## config.mk

```make
export PLATFORM = sky130hd
export DESIGN_NAME = aq_memcpy_wr_burst
export DESIGN_NICKNAME = d
export VERILOG_FILES = /design/src/rtl/aq_memcpy_wr_burst.sv
export SDC_FILE = /design/constraint.sdc
export NUM_CORES = 1
export LEC_CHECK = 0
export ABC_AREA = 1
export CAP_MARGIN = 25
export CORE_ASPECT_RATIO = 0.6
export CORE_MARGIN = 2
export CORE_UTILIZATION = 50
export CTS_CLUSTER_DIAMETER = 120
export CTS_CLUSTER_SIZE = 10
export DETAILED_ROUTE_END_ITERATION = 12
export PLACE_DENSITY_LB_ADDON = 0.12
export SETUP_SLACK_MARGIN = 0.15
export SYNTH_ARGS = -nofsm -noshare
export SYNTH_HDL_FRONTEND = slang
export SYNTH_SLANG_ARGS = --single-unit
```

## constraint.sdc

```tcl
create_clock -name CLK -period 7.3 [get_ports CLK]
set_clock_uncertainty 0.2 [all_clocks]
set_input_delay 1.095 -clock CLK [delete_from_list [all_inputs] [get_ports CLK]]
set_output_delay 1.095 -clock CLK [all_outputs]
set_load 0.03 [all_outputs]
```

## src/rtl/aq_memcpy_wr_burst.sv

```systemverilog
// aq_memcpy_wr_burst: drains the memcpy data FIFO into AXI4 INCR write bursts, one burst outstanding.
// Define AQ_MEMCPY_WR_4K_SPLIT_EN to keep every burst inside a 4 KB page.
module aq_memcpy_wr_burst #(
    parameter int ADDR_WIDTH = 32,
    parameter int DATA_WIDTH = 64,
    parameter int LEN_WIDTH  = 32,
    parameter int MAX_BURST  = 16
) (
    input  logic                    CLK,
    input  logic                    RST_N,
    input  logic                    START,
    input  logic [ADDR_WIDTH-1:0]   DST_ADRS,
    input  logic [LEN_WIDTH-1:0]    WORD_COUNT,
    output logic                    BUSY,
    output logic                    DONE,
    output logic                    ERROR,
    output logic                    FIFO_RD_ENA,
    input  logic [DATA_WIDTH-1:0]   FIFO_RD_DATA,
    input  logic                    FIFO_RD_EMPTY,
    output logic [ADDR_WIDTH-1:0]   M_AXI_AWADDR,
    output logic [7:0]              M_AXI_AWLEN,
    output logic [2:0]              M_AXI_AWSIZE,
    output logic [1:0]              M_AXI_AWBURST,
    output logic                    M_AXI_AWVALID,
    input  logic                    M_AXI_AWREADY,
    output logic [DATA_WIDTH-1:0]   M_AXI_WDATA,
    output logic [DATA_WIDTH/8-1:0] M_AXI_WSTRB,
    output logic                    M_AXI_WLAST,
    output logic                    M_AXI_WVALID,
    input  logic                    M_AXI_WREADY,
    input  logic [1:0]              M_AXI_BRESP,
    input  logic                    M_AXI_BVALID,
    output logic                    M_AXI_BREADY
);
    localparam int SIZE = $clog2(DATA_WIDTH / 8);

    typedef enum logic [2:0] {S_IDLE, S_CALC, S_AW, S_W, S_B, S_DONE} state_t;

    state_t                  state_q, state_d;
    logic [ADDR_WIDTH-1:0]   addr_q, addr_d, awaddr_q, awaddr_d;
    logic [LEN_WIDTH-1:0]    rem_q, rem_d;
    logic [7:0]              awlen_q, awlen_d, beat_q, beat_d;
    logic                    err_q, err_d;
    logic [12:0]             len;
    logic [8:0]              burst;
    logic                    wvalid;
`ifdef AQ_MEMCPY_WR_4K_SPLIT_EN
    logic [12:0]             page_words;
`endif

    // Candidate length for the next burst, evaluated from the running address/remaining count.
    always_comb begin
        len = (rem_q < LEN_WIDTH'(MAX_BURST)) ? 13'(rem_q) : 13'(MAX_BURST);
`ifdef AQ_MEMCPY_WR_4K_SPLIT_EN
        page_words = (13'd4096 - {1'b0, addr_q[11:0]}) >> SIZE;
        len = (page_words < len) ? page_words : len;
`endif
    end

    assign burst  = {1'b0, awlen_q} + 9'd1;
    assign wvalid = (state_q == S_W) & ~FIFO_RD_EMPTY;

    always_comb begin
        state_d  = state_q;
        addr_d   = addr_q;
        awaddr_d = awaddr_q;
        rem_d    = rem_q;
        awlen_d  = awlen_q;
        beat_d   = beat_q;
        err_d    = err_q;
        case (state_q)
            S_IDLE: if (START) begin
                addr_d  = DST_ADRS;
                rem_d   = WORD_COUNT;
                err_d   = 1'b0;
                state_d = (WORD_COUNT == '0) ? S_DONE : S_CALC;
            end
            S_CALC: begin
                awaddr_d = addr_q;
                awlen_d  = 8'(len - 13'd1);
                state_d  = S_AW;
            end
            S_AW: if (M_AXI_AWREADY) begin
                addr_d  = addr_q + (ADDR_WIDTH'(burst) << SIZE);
                rem_d   = rem_q - LEN_WIDTH'(burst);
                beat_d  = 8'd0;
                state_d = S_W;
            end
            S_W: if (wvalid && M_AXI_WREADY) begin
                beat_d  = (beat_q == awlen_q) ? 8'd0 : beat_q + 8'd1;
                state_d = (beat_q == awlen_q) ? S_B : S_W;
            end
            S_B: if (M_AXI_BVALID) begin
                err_d   = err_q | (M_AXI_BRESP != 2'b00);
                state_d = (rem_q == '0) ? S_DONE : S_CALC;
            end
            S_DONE: state_d = S_IDLE;
            default: state_d = S_IDLE;
        endcase
    end

    always_ff @(posedge CLK or negedge RST_N) begin
        if (!RST_N) begin
            state_q  <= S_IDLE;
            addr_q   <= '0;
            awaddr_q <= '0;
            rem_q    <= '0;
            awlen_q  <= '0;
            beat_q   <= '0;
            err_q    <= 1'b0;
        end else begin
            state_q  <= state_d;
            addr_q   <= addr_d;
            awaddr_q <= awaddr_d;
            rem_q    <= rem_d;
            awlen_q  <= awlen_d;
            beat_q   <= beat_d;
            err_q    <= err_d;
        end
    end

    assign BUSY          = (state_q != S_IDLE);
    assign DONE          = (state_q == S_DONE);
    assign ERROR         = err_q;
    assign M_AXI_AWADDR  = awaddr_q;
    assign M_AXI_AWLEN   = awlen_q;
    assign M_AXI_AWSIZE  = 3'(SIZE);
    assign M_AXI_AWBURST = 2'b01;
    assign M_AXI_AWVALID = (state_q == S_AW);
    assign M_AXI_WVALID  = wvalid;
    assign M_AXI_WDATA   = FIFO_RD_DATA;
    assign M_AXI_WSTRB   = '1;
    assign M_AXI_WLAST   = wvalid & (beat_q == awlen_q);
    assign FIFO_RD_ENA   = wvalid & M_AXI_WREADY;
    assign M_AXI_BREADY  = (state_q == S_B);
endmodule
```

==> results.toml <==
[run_status]
run_status = "finished clean"

[sta]
final_hold_viol_count = 0
final-setup-viol-count = 0
finalCriticalPeriod_ns = 4.13
grt_setup_unrepaired = "no"
finalSetupTns_ns = 0
fmax_mhz = 242
final_max_slew_viol_count = 0
layout_worst_path_cycle_share = 0.566
final.setup.worst_slack_ns = 3.17
slew_headroom = 0.378
worstMarginPinSlew_ns = 0.926

[clocking]
cts.sinks = 116
cts_tree = "done"
cts_hold_repair.buffers = 0
htree_levels = 4
cts-buffers-inserted = 17
cts.path.max_buffers = 2
insertion_delay_ns = 0.42
ctsRootBufferMaster = "sky130_fd_sc_hd__clkbuf_16"
cts_repair_resize_count = 0
clk_slew_on_worst_s_h_paths_ns = 0.06
post-cts-setup-buffer-count = 0

[critical_path]
worst_ep_arrival_time_ns = 2.84
timing.critical_path.fanout_max = 46
crit_path_end_kind = "output port"
timing_worst_setup_path_type = "reg -> out"
kind_of_launch_point_of_the_worst_setup_path = "register"
worstSetupStartpoint = "state_q[2]$_DFFE_PN0P_"
cp_data_required_time_ns = 6.00
worstReg2RegStart = "state_q[2]$_DFFE_PN0P_"

[synth]
synth_xor_xnor_area_share = 0.0246
post-synth-top-area-cell = "sky130_fd_sc_hd__dfrtp_1"
seq_area_frac_synth = 0.326
synth_compound_gate_area_share = 0.0784
synth_top_family_by_area = "simple AND/OR/NAND/NOR gates"
yosys_warnings = 0
syn_inst = 1397
synthFlopType = "sky130_fd_sc_hd__dfrtp_1"
syn_avg_cell_area_um2 = 6.37
yosys.area_share.adder = 0.0340
synth_enable_flop_cells = 0
post_synth_main_area_contributors = "sky130_fd_sc_hd__dfrtp_1 33%, sky130_fd_sc_hd__nand2_1 21%, sky130_fd_sc_hd__inv_1 7.8%, sky130_fd_sc_hd__buf_4 7.1%, sky130_fd_sc_hd__nand3_1 6.0%"
asyncSetResetFlopFracSynth = 1.00
synth.cell_area_um2 = 8890
post_synth_and_or_nand_nor_area_fraction = 0.369
synth_cell_types = 36
yosys-mux-area-fraction = 0.00113
post-synth-top-area-fraction = 0.326
yosys_register_bits = 116

[floorplan]
die_w_um = 176
dieArea_um2 = 18900
die_y_um = 107
io-pin-count = 262
initial_core_utilization = 0.515
rows = 37
core_ar_um2 = 17300

[global_route]
grt_max_degree = 70
globalRouteOverflowTotal = 0
antenna_found_initial = 0
grt_usage = 0.269
vias_in_the_first_global_route = 7871
grt_first_pass_wirelength_um = 40300

[routing]
postRouteWirelength_um = 24900
ant_nets = 0
drc = 0
drt-initial-drc-count = 820
wl_per_cell_um = 14.7
drt-pass1-iter-count = 6
route.vias.total = 8694
post_detailed_route_via_to_cell_ratio = 5.16

[power_and_ir_drop]
power_density_nw_per_um2 = 461
vdd.ir_drop.worst_mv = 0.195
p_leak_nw = 5.32

[finish]
leading_cell_type_in_the_layout_fill_and_taps_excluded = "sky130_fd_sc_hd__nand2_1"
final_net_count = 1600
drive_above_1_share = 0.0399
antenna_cells = 0
most-common-layout-cells = "503 x sky130_fd_sc_hd__nand2_1, 184 x sky130_fd_sc_hd__inv_1, 134 x sky130_fd_sc_hd__nor2_1"
area_growth_pct = 15.7

[flow_run]
max_cap_violations = 0

[placement]
routabilityCongestion = 0.956
count_of_buffers_inserted_at_the_top_level_ports = 120
place.detailed.hpwl_um = 18400
pre_cts_ws_ns = 3.40

[worst_hold_path]
timing.hold.worst.start = "M_AXI_AWADDR[10]$_DFFE_PN0P_"
hold_class = "reg -> reg"
-- cell type report --
cell class	instances	area, um^2
Tap cell	234	293
Clock buffer	18	429
Clock inverter	13	149
Inverter	190	713
Multi-Input combinational cell	989	4560
Sequential cell	116	2900
Fill cell	1703	6970
Timing Repair Buffer	126	1240
-- final timing paths --
kind	to	slack, ns	cells after the start
worst max-delay path	M_AXI_AWVALID	3.17	4
worst min-delay path	M_AXI_AWADDR[10]$_DFFE_PN0P_	0.27	2
worst max register to register	rem_q[4]$_DFFE_PN0P_	3.86	9
worst min register to register	M_AXI_AWADDR[10]$_DFFE_PN0P_	0.27	2
max in group asynchronous	addr_q[15]$_DFFE_PN0P_	5.05	2
min in group asynchronous	state_q[0]$_DFFE_PN0P_	0.55	1
-- critical path: stages, from the launching register on --
cell	delay, ns
sky130_fd_sc_hd__dfrtp_1	0.42
sky130_fd_sc_hd__inv_2	0.13
sky130_fd_sc_hd__nand3_4	0.48
sky130_fd_sc_hd__inv_2	0.61
sky130_fd_sc_hd__clkdlybuf4s50_1	0.78
-- per-stage QoR --
step | power (mW) | cell area, um^2 | utilization | hold WS (ns) | cells
after floorplan | 3.16 | 8940 | - | 0.249 | 1408
after global placement | 3.81 | 9720 | 0.563 | 0.256 | 1655
after detailed placement | 3.86 | 9720 | 0.563 | 0.258 | 1655
after CTS | 4.72 | 10300 | 0.596 | 0.273 | 1686
after global routing | 5.17 | 10300 | 0.596 | 0.316 | 1686
final | 4.74 | 10300 | 0.596 | 0.270 | 1686
-- power by group --
part,leakage (nW),internal [mW],switching [mW]
clock network,0.274,0.505,0.333
logic,3.62,0.928,1.78
registers,1.43,0.931,0.269
total,5.32,2.36,2.38
-- cell families (layout without fill, tap and decap cells) --
kind of cell             count (synthesis)  after routing
AND/OR/NAND/NOR                        801            801
buffers and inverters                  303            347
AO/OA/AOI/OAI                          126            126
flip-flops                             116            116
XOR/XNOR                                25             25
adder cells (fa/ha/maj)                 23             23
other                                    2             13
multiplexers                             1              1
-- synthesized netlist by cell type, types with 3 or more instances --
cell                       number
sky130_fd_sc_hd__a21oi_1       15
sky130_fd_sc_hd__a22oi_1        3
sky130_fd_sc_hd__a31oi_1        3
sky130_fd_sc_hd__buf_2         15
sky130_fd_sc_hd__buf_4         84
sky130_fd_sc_hd__clkbuf_1      14
sky130_fd_sc_hd__dfrtp_1      116
sky130_fd_sc_hd__ha_1          21
sky130_fd_sc_hd__inv_1        184
sky130_fd_sc_hd__inv_2          6
sky130_fd_sc_hd__nand2_1      504
sky130_fd_sc_hd__nand3_1      107
sky130_fd_sc_hd__nand4_1       26
sky130_fd_sc_hd__nor2_1       134
sky130_fd_sc_hd__nor3_1        11
sky130_fd_sc_hd__o211ai_1       7
sky130_fd_sc_hd__o21ai_0       58
sky130_fd_sc_hd__o21ai_1       29
sky130_fd_sc_hd__o21bai_1       4
sky130_fd_sc_hd__or2_2         11
sky130_fd_sc_hd__xnor2_1       10
sky130_fd_sc_hd__xor2_1        15
-- per-layer routing --
metal	wire length [um]	vias to the layer above	part of all wire	GRT usage
li1	-	4356	-	-
met1	12700	3958	0.51	0.410
met2	9880	333	0.40	0.386
met3	1850	47	0.074	0.0441
met4	443	0	0.018	0.0832
met5	0	-	0	0
-- flip-flops by register name (all words and copies together) (netlist names) --
signal	cells
M_AXI_AWADDR	32
addr_q	32
rem_q	32
M_AXI_AWLEN	8
beat_q	8
state_q	3
ERROR	1
Power figures use the tool's default switching activity.
